$ cat src/rtl/sm_accumulator_if.sv
// ---------------------------------------------------------------------------
// sm_accumulator_if
//
// Purpose:
//   Bundles the sample-in and result-out handshakes of sm_accumulator.
//   Signal names are written from the accumulator's point of view.
//
// Signals:
//   valid_i  producer -> accumulator : data_i holds a sample
//   data_i   producer -> accumulator : two's-complement sample, NBIT bits
//   ready_o  accumulator -> producer : a sample is taken this cycle if valid_i
//   valid_o  accumulator -> consumer : data_o / sat_o hold a finished result
//   ready_i  consumer -> accumulator : consumer takes the result this cycle
//   data_o   accumulator -> consumer : sign-magnitude block sum, NBIT bits
//   sat_o    accumulator -> consumer : the magnitude of data_o was clipped
//
// Modports:
//   master : the environment (drives samples and result-ready)
//   slave  : the accumulator itself
// ---------------------------------------------------------------------------
interface sm_accumulator_if #(
    parameter int NBIT = 10
);

    logic            valid_i;
    logic [NBIT-1:0] data_i;
    logic            ready_o;
    logic            valid_o;
    logic            ready_i;
    logic [NBIT-1:0] data_o;
    logic            sat_o;

    modport master (
        output valid_i,
        output data_i,
        output ready_i,
        input  ready_o,
        input  valid_o,
        input  data_o,
        input  sat_o
    );

    modport slave (
        input  valid_i,
        input  data_i,
        input  ready_i,
        output ready_o,
        output valid_o,
        output data_o,
        output sat_o
    );

endinterface

$ cat src/rtl/sm_accumulator.sv
// ---------------------------------------------------------------------------
// sm_accumulator
//
// Purpose:
//   Sums COUNT consecutive two's-complement samples into a wide accumulator
//   that can never wrap, then presents the block sum in sign-magnitude form,
//   clipping the magnitude to the largest value NBIT-1 bits can hold.
//   The result is held until the consumer handshakes it away.
//
// Parameters:
//   NBIT   width of each input sample and of the output result
//   COUNT  number of samples summed per block (2..256)
//
// Ports:
//   clk_i    single clock, rising edge
//   rst_ni   asynchronous active-low reset
//   clear_i  synchronous abort of the block in progress (or of a pending result)
//   bus      sm_accumulator_if.slave carrying the sample and result handshakes
// ---------------------------------------------------------------------------
module sm_accumulator #(
    parameter int NBIT  = 10,
    parameter int COUNT = 4
) (
    input  logic            clk_i,
    input  logic            rst_ni,
    input  logic            clear_i,
    sm_accumulator_if.slave bus
);

    // Accumulator wide enough that COUNT full-scale samples cannot overflow.
    localparam int ACC_W = NBIT + $clog2(COUNT);
    // Counter holds 0..COUNT-1; the COUNT-th accept is detected, not stored.
    localparam int CNT_W = $clog2(COUNT);

    localparam logic [CNT_W-1:0] LAST_IDX = CNT_W'(COUNT - 1);
    localparam logic [ACC_W-1:0] MAX_MAG  = {{(ACC_W - NBIT + 1){1'b0}}, {(NBIT - 1){1'b1}}};

    typedef enum logic {
        ACCUM,
        OUT
    } state_t;

    state_t             r_state;
    state_t             w_nextState;

    logic [ACC_W-1:0]   r_acc;
    logic [CNT_W-1:0]   r_count;
    logic [NBIT-1:0]    r_dataOut;
    logic               r_sat;

    logic               w_accept;
    logic               w_lastSample;
    logic               w_readyOut;
    logic               w_validOut;
    logic [ACC_W-1:0]   w_sampleExt;
    logic [ACC_W-1:0]   w_sum;
    logic               w_neg;
    logic [ACC_W-1:0]   w_mag;
    logic               w_satNow;
    logic [NBIT-2:0]    w_magOut;

    // Sign-extend the incoming sample and form the running sum including it.
    // This sum is what gets converted when the last sample of a block lands,
    // so the result is ready on the very next edge.
    assign w_sampleExt = {{(ACC_W - NBIT){bus.data_i[NBIT-1]}}, bus.data_i};
    assign w_sum       = r_acc + w_sampleExt;

    // Two's-complement to sign-magnitude with clipping. A zero sum has a
    // clear sign bit, so negative zero cannot appear. Negating the most
    // negative accumulator value gives the same bit pattern, which read as
    // unsigned is exactly its magnitude, so the compare below still works.
    always_comb begin
        w_neg    = w_sum[ACC_W-1];
        w_mag    = w_neg ? -w_sum : w_sum;
        w_satNow = (w_mag > MAX_MAG);
        w_magOut = w_satNow ? {(NBIT - 1){1'b1}} : w_mag[NBIT-2:0];
    end

    // State register. Reset is asynchronous so the pending result and
    // valid_o vanish immediately, without waiting for a clock.
    always_ff @(posedge clk_i or negedge rst_ni) begin
        if (!rst_ni) begin
            r_state <= ACCUM;
        end else begin
            r_state <= w_nextState;
        end
    end

    // Next-state and handshake outputs. ACCUM always accepts samples;
    // OUT only offers the result. clear_i wins over every other input and
    // always lands the machine back in ACCUM.
    always_comb begin
        w_nextState  = r_state;
        w_readyOut   = 1'b0;
        w_validOut   = 1'b0;
        w_accept     = 1'b0;
        w_lastSample = (r_count == LAST_IDX);

        unique case (r_state)
            ACCUM: begin
                w_readyOut = 1'b1;
                w_accept   = bus.valid_i && !clear_i;
                if (w_accept && w_lastSample) begin
                    w_nextState = OUT;
                end
            end
            OUT: begin
                w_validOut = 1'b1;
                if (clear_i || bus.ready_i) begin
                    w_nextState = ACCUM;
                end
            end
            default: begin
                w_nextState = ACCUM;
            end
        endcase
    end

    // Datapath: accumulator, sample counter and the held result.
    // On the last sample the converted sum is captured and the accumulator
    // restarts from zero, so the next block begins clean. The result
    // registers only change on that capture, which keeps data_o and sat_o
    // stable for as long as the consumer stalls.
    always_ff @(posedge clk_i or negedge rst_ni) begin
        if (!rst_ni) begin
            r_acc     <= '0;
            r_count   <= '0;
            r_dataOut <= '0;
            r_sat     <= 1'b0;
        end else if (clear_i) begin
            r_acc     <= '0;
            r_count   <= '0;
        end else if (w_accept) begin
            if (w_lastSample) begin
                r_acc     <= '0;
                r_count   <= '0;
                r_dataOut <= {w_neg, w_magOut};
                r_sat     <= w_satNow;
            end else begin
                r_acc     <= w_sum;
                r_count   <= r_count + CNT_W'(1);
            end
        end
    end

    assign bus.ready_o = w_readyOut;
    assign bus.valid_o = w_validOut;
    assign bus.data_o  = r_dataOut;
    assign bus.sat_o   = r_sat;

    // The two directions of the handshake never overlap.
    a_readyValidExclusive : assert property (
        @(posedge clk_i) disable iff (!rst_ni)
        !(bus.ready_o && bus.valid_o)
    );

    // A stalled result must not change underneath the consumer.
    a_resultStable : assert property (
        @(posedge clk_i) disable iff (!rst_ni)
        (bus.valid_o && !bus.ready_i && !clear_i) |=> ($stable(bus.data_o) && $stable(bus.sat_o))
    );

endmodule
$ cat src/flat_wrapper.sv
// flat-port wrapper written by rule: the top's interface ports become plain ports
module sm_accumulator_flat 
#(
    parameter int NBIT  = 10,
    parameter int COUNT = 4
)
  (clk_i, rst_ni, clear_i, bus_valid_i, bus_data_i, bus_ready_i, bus_ready_o, bus_valid_o, bus_data_o, bus_sat_o);
  sm_accumulator_if #(.NBIT(NBIT)) bus_i ();
  input  logic clk_i;
  input  logic rst_ni;
  input  logic clear_i;
  input wire logic [$bits(bus_i.valid_i)-1:0] bus_valid_i;
  input wire logic [$bits(bus_i.data_i)-1:0] bus_data_i;
  input wire logic [$bits(bus_i.ready_i)-1:0] bus_ready_i;
  output wire logic [$bits(bus_i.ready_o)-1:0] bus_ready_o;
  output wire logic [$bits(bus_i.valid_o)-1:0] bus_valid_o;
  output wire logic [$bits(bus_i.data_o)-1:0] bus_data_o;
  output wire logic [$bits(bus_i.sat_o)-1:0] bus_sat_o;
  assign bus_i.valid_i = bus_valid_i;
  assign bus_i.data_i = bus_data_i;
  assign bus_i.ready_i = bus_ready_i;
  assign bus_ready_o = bus_i.ready_o;
  assign bus_valid_o = bus_i.valid_o;
  assign bus_data_o = bus_i.data_o;
  assign bus_sat_o = bus_i.sat_o;
  sm_accumulator #(.NBIT(NBIT), .COUNT(COUNT)) u_core (.clk_i(clk_i), .rst_ni(rst_ni), .clear_i(clear_i), .bus(bus_i));
endmodule
$ cat config.mk
export PLATFORM = sky130hd
export DESIGN_NAME = sm_accumulator_flat
export DESIGN_NICKNAME = d
export VERILOG_FILES = /design/src/rtl/sm_accumulator_if.sv /design/src/rtl/sm_accumulator.sv /design/src/flat_wrapper.sv
export SDC_FILE = /design/constraint.sdc
export NUM_CORES = 1
export LEC_CHECK = 0
export ABC_AREA = 1
export ABC_CLOCK_PERIOD_IN_PS = 3400
export CAP_MARGIN = 20
export CORE_ASPECT_RATIO = 0.5
export CORE_MARGIN = 5
export CORE_UTILIZATION = 34
export CTS_BUF_LIST = sky130_fd_sc_hd__clkbuf_16
export DETAILED_ROUTE_END_ITERATION = 10
export PLACE_DENSITY = 0.61
export SLEW_MARGIN = 40
export SYNTH_ARGS = -nofsm -noshare
export SYNTH_HDL_FRONTEND = slang
export SYNTH_SLANG_ARGS = --single-unit
$ cat constraint.sdc
create_clock -name clk_i -period 3.4 [get_ports clk_i]
set_input_delay 0.68 -clock clk_i [delete_from_list [all_inputs] [get_ports clk_i]]
set_output_delay 0.68 -clock clk_i [all_outputs]
set_load 0.01 [all_outputs]
# Yosys cells after proc, flatten, opt, wreduce, memory -nomap -nowiden
# Cells that the tools add are included.
# op_classes
n_addsub	3
n_lt_le_gt_ge	1
n_eq_ne	1
n_mux	14
bitwise_logic	2
n_reduce_logical	6
# ops
operator	n
12-bit two-way mux	4
12-bit adder	1
12-bit by 9-bit greater-than comparator with 1-bit output, second input constant	1
12-bit negator	1
9-bit two-way mux	1
2-bit two-way mux	3
1-bit two-way mux	5
3-bit AND reduction	1
2-bit by 1-bit adder with 2-bit output, second input constant	1
2-bit equality test, second input constant	1
1-bit logical AND	2
1-bit inverter	2
1-bit one-hot mux with 2 select lines	1
2-bit nonzero test	1
1-bit zero test	1
1-bit logical OR	1
# word_totals
reg_bits	26
in_bits	15
output_inout_bits	13
wordCells	32

# Logic depth before layout (Yosys ltp)
# depth
ltp_word	5
ltp_mapped	17
ltp_nobuf	17

# Worst setup path after synthesis
# No wires, ideal clock.
# synth_path
path_kind	input-to-reg
from	input port bus_data_i[0]
to	register u_core.r_dataOut[0] (netlist: u_core.bus.data_o[0])
setup_ns	0.118
t_arrival_ns	2.650
required_time_ns	3.282
slack_ns	0.632
path_stages	17
path_buffers	0
cell_sequence	ha_1 fa_1 inv_1 ha_1 inv_1 nor2_2 nand3_1 nor2_1 nand2_2 nor2_2 nand2_1 nand2_1 nand2_2 nand2_4 nand2_1 nand2_1 nand2_1
# synth_between
elab_chain_cells	5
# synth_lines
element	line	text
from (decl)	flat_wrapper.sv:13	input wire logic [$bits(bus_i.data_i)-1:0] bus_data_i;
12-bit adder (*)	sm_accumulator.sv:66	assign w_sum = r_acc + w_sampleExt;
12-bit negator	sm_accumulator.sv:74	w_mag = w_neg ? -w_sum : w_sum;
12-bit two-way mux (*)	sm_accumulator.sv:74	
12-bit by 9-bit greater-than comparator with 1-bit output	sm_accumulator.sv:75	w_satNow = (w_mag > MAX_MAG);
9-bit two-way mux (*)	sm_accumulator.sv:76	w_magOut = w_satNow ? {(NBIT - 1){1'b1}} : w_mag[NBIT-2:0];
to (signal assigned)	sm_accumulator.sv:137	r_dataOut <= {w_neg, w_magOut};
to (decl)	sm_accumulator.sv:48	logic [NBIT-1:0] r_dataOut;
# Every way passes the cells marked *; elsewhere a longest branch is shown, timed or not.
# A chain may end at the register's enable or synchronous reset.

# Worst setup path in the final report
# layout_path
from	input port bus_data_i[0]
to	register u_core.r_dataOut[5] (netlist: u_core.bus.data_o[5])
# Same word-level chain as after synthesis.

==> flow_summary.toml <==
[route]
viasPerCell = 4.823
wl_per_cell_um = 12.76
first_iter_violations = 152
vias = 2151
dr.pass1.iters = 4
wl_um = 5689
ant_nets = 0
drc_errors = 0

[grt]
grt_pass1_wl_um = 9687
grt_overflow = 0
track_usage_pct = 14.87
antenna_found_initial = 0
grt_max_degree = 27
grt_pass1_vias = 2038

[timing]
period_minus_slack_ps = 3151
finClkSkew_ps = 2.751
setup_viol = 0
fin_ws_ps = 248.8
maxSlewViolCount = 0
hold_slack_ps = 515.6
period_share_pct = 92.68
hold_viol_final = 0
timing.slew.headroom_pct = 65.75
max_freq_mhz = 317.3
rsz0062_at_grt = "no"
tightest_slew_ps = 512.4

[clock_network]
hold_buffers = 0
clockBufferDepth = 2
cts_resized = 0
cts_tree = "yes"
clock_sinks = 26
postCtsSetupBuffers = 0
root_buffer = "clkbuf_16"
clk_pin_slew_ps = 60
htreeDepth = 1
numCtsBuffers = 3
clock_latency_ps = 260

[critical_path]
crit_type = "input port to register"
cp_slowest_stage_delay_ps = 490
slowest_stage = "fa_1"
crit_arrival_ps = 3310
worstPathMaxFanout = 9
start_kind = "input port"
worstPathRequired_ps = 3550
path_cells = "clkdlybuf4s50_1, ha_1, fa_1, inv_1, ha_1, inv_1, nor2_2, nand3_1, nor2_1, nand2_2, nor2_2, nand2_1, nand2_1, nand2_2, nand2_4, nand3_1, nand2_1, inv_1"
endpoint_kind = "register"

[synthesis]
synth_seq_cells = 26
synth_nets = 357
syn_area_sq_mm = 0.002192
synth_top_cell_area_share_pct = 29.68
avgSynthCellArea_sq_um = 6.683
yosys_warnings = 0
synth_top_cell_by_area = "dfrtp_1"
synth_cell_types = 29
async_flop_share_pct = 100.0
synth_area_leaders = "dfrtp_1 30%, nand2_1 15%, nand3_1 11%, inv_1 7.7%, ha_1 7.4%"
synth_edf_count = 0
yosys_most_used_dff = "dfrtp_1"
synth-seq-area-share_pct = 29.68
netlist_instances = 328

[die]
die_w_um = 123.6
start_util_pct = 35.61
pin_count = 28
dieArea_sq_mm = 0.008250
fp.dieH_um = 66.78
rows = 20
fp.coreArea_sq_mm = 0.006156

[power_and_ir_drop]
leakage_nw = 1.411
p_per_area_mw_per_mm2 = 482.6
ir_drop_uv = 282.7

[worst_hold_path]
hp-class = "register to register"

[layout]
final_cells = 446
nNetsFinal = 389
n_fill_cell = 663
layout-drive-gt1-share_pct = 12.85
syn_to_final_growth_pct = 21.29
antenna_cells = 0
design_area_sq_mm = 0.002659

[place]
placed_cell_area_sq_mm = 0.002584
dp_hpwl_um = 4552
portBuffers = 27
placedCellCount = 443
gp_congestion = 0.8564
post-place-ws_ps = -11.28

[job]
maxCapViolCount = 0

[status]
status = "completed"
-- stage by stage --
stage	util (%)	setup TNS (ps)	total power, W
floorplan	-	0	0.0008177
global placement	41.97	0	0.001014
detailed placement	41.97	-19.21	0.001027
CTS	43.19	0	0.001295
global route	43.19	0	0.001391
finish	43.19	0	0.001283
-- cell usage in the layout, fill, tap and decap left out, types with 2 or more instances in the layout --
cell type	count
nand4_1	8
nand2_2	12
nand2_1	90
buf_4	6
nor2_2	7
or2_2	8
ha_1	13
clkbuf_16	3
nand3_2	4
inv_1	45
a21oi_1	12
nor2_1	17
dfrtp_1	26
nand3_1	47
inv_2	2
clkdlybuf4s50_1	27
o21ai_0	19
-- cell usage after synthesis, types with 2 or more instances --
cell type  instances
ha_1              13
inv_2              2
a21oi_1           12
or2_2              8
nand3_1           47
inv_1             45
nor2_1            17
clkbuf_1           4
nand2_2           12
nand4_1            8
nand2_1           90
dfrtp_1           26
nor2_2             7
o21ai_0           19
nand3_2            4
-- worst max-delay path: cells and delay by family --
| family | cells | cell delay [ps] |
|---|---|---|
| adders and majority gates | 3 | 900 |
| buffers and inverters | 4 | 610 |
| and+or+nand+nor | 11 | 1110 |
-- registers in the layout, indices dropped and copies added, names as in the netlist --
signal             flops
u_core.r_state         1
u_core.bus.sat_o       1
u_core.bus.data_o     10
u_core.r_count         2
u_core.r_acc          12
-- layout make-up --
| type | instances | area (sq um) | area share [%] |
|---|---|---|---|
| Clock buffer | 3 | 75.07 | 2.824 |
| Sequential cell | 26 | 650.6 | 24.47 |
| Timing Repair Buffer | 33 | 315.3 | 11.86 |
| Multi-Input combinational cell | 248 | 1328 | 49.93 |
| Tap cell | 88 | 110.1 | 4.141 |
| Inverter | 48 | 180.2 | 6.776 |
-- power breakdown --
| part | internal, W | switching [W] | total, W |
|---|---|---|---|
| Sequential | 0.000366 | 0.0000359 | 0.000402 |
| Combinational | 0.000257 | 0.000367 | 0.000624 |
| Clock | 0.000156 | 0.000101 | 0.000257 |
-- worst paths after layout --
check / start / endpoint / slack, ps / cells past startpoint
max in group asynchronous: rst_ni / u_core.r_acc[8]$_DFFE_PN0P_ / 2350 / 2
max: bus_data_i[0] / u_core.bus.data_o[5]$_DFFE_PN0P_ / 250 / 18
min in group asynchronous: rst_ni / u_core.r_acc[0]$_DFFE_PN0P_ / 790 / 2
min reg2reg: u_core.bus.sat_o$_DFFE_PN0P_ / u_core.bus.sat_o$_DFFE_PN0P_ / 520 / 2
max reg2reg: u_core.r_acc[0]$_DFFE_PN0P_ / u_core.bus.data_o[5]$_DFFE_PN0P_ / 710 / 17
min: u_core.bus.sat_o$_DFFE_PN0P_ / u_core.bus.sat_o$_DFFE_PN0P_ / 520 / 2
-- kinds of logic after synthesis --
kind of cell / Yosys count / synth area share [%]
buffers and inverters: 54 / 9.760
AND/OR/NAND/NOR: 196 / 42.18
flip-flops: 26 / 29.68
AO/OA/AOI/OAI: 36 / 9.247
XOR/XNOR: 2 / 0.7992
adder cells (fa/ha/maj): 14 / 8.334
-- per-layer routing --
metal	GRT usage, %	vias up	wire, um
met4	4.138	0	66
li1	-	1121	-
met5	0	-	0
met3	1.442	4	288
met2	22.45	54	2377
met1	22.36	972	2956
(Power assumes the default switching activity.)
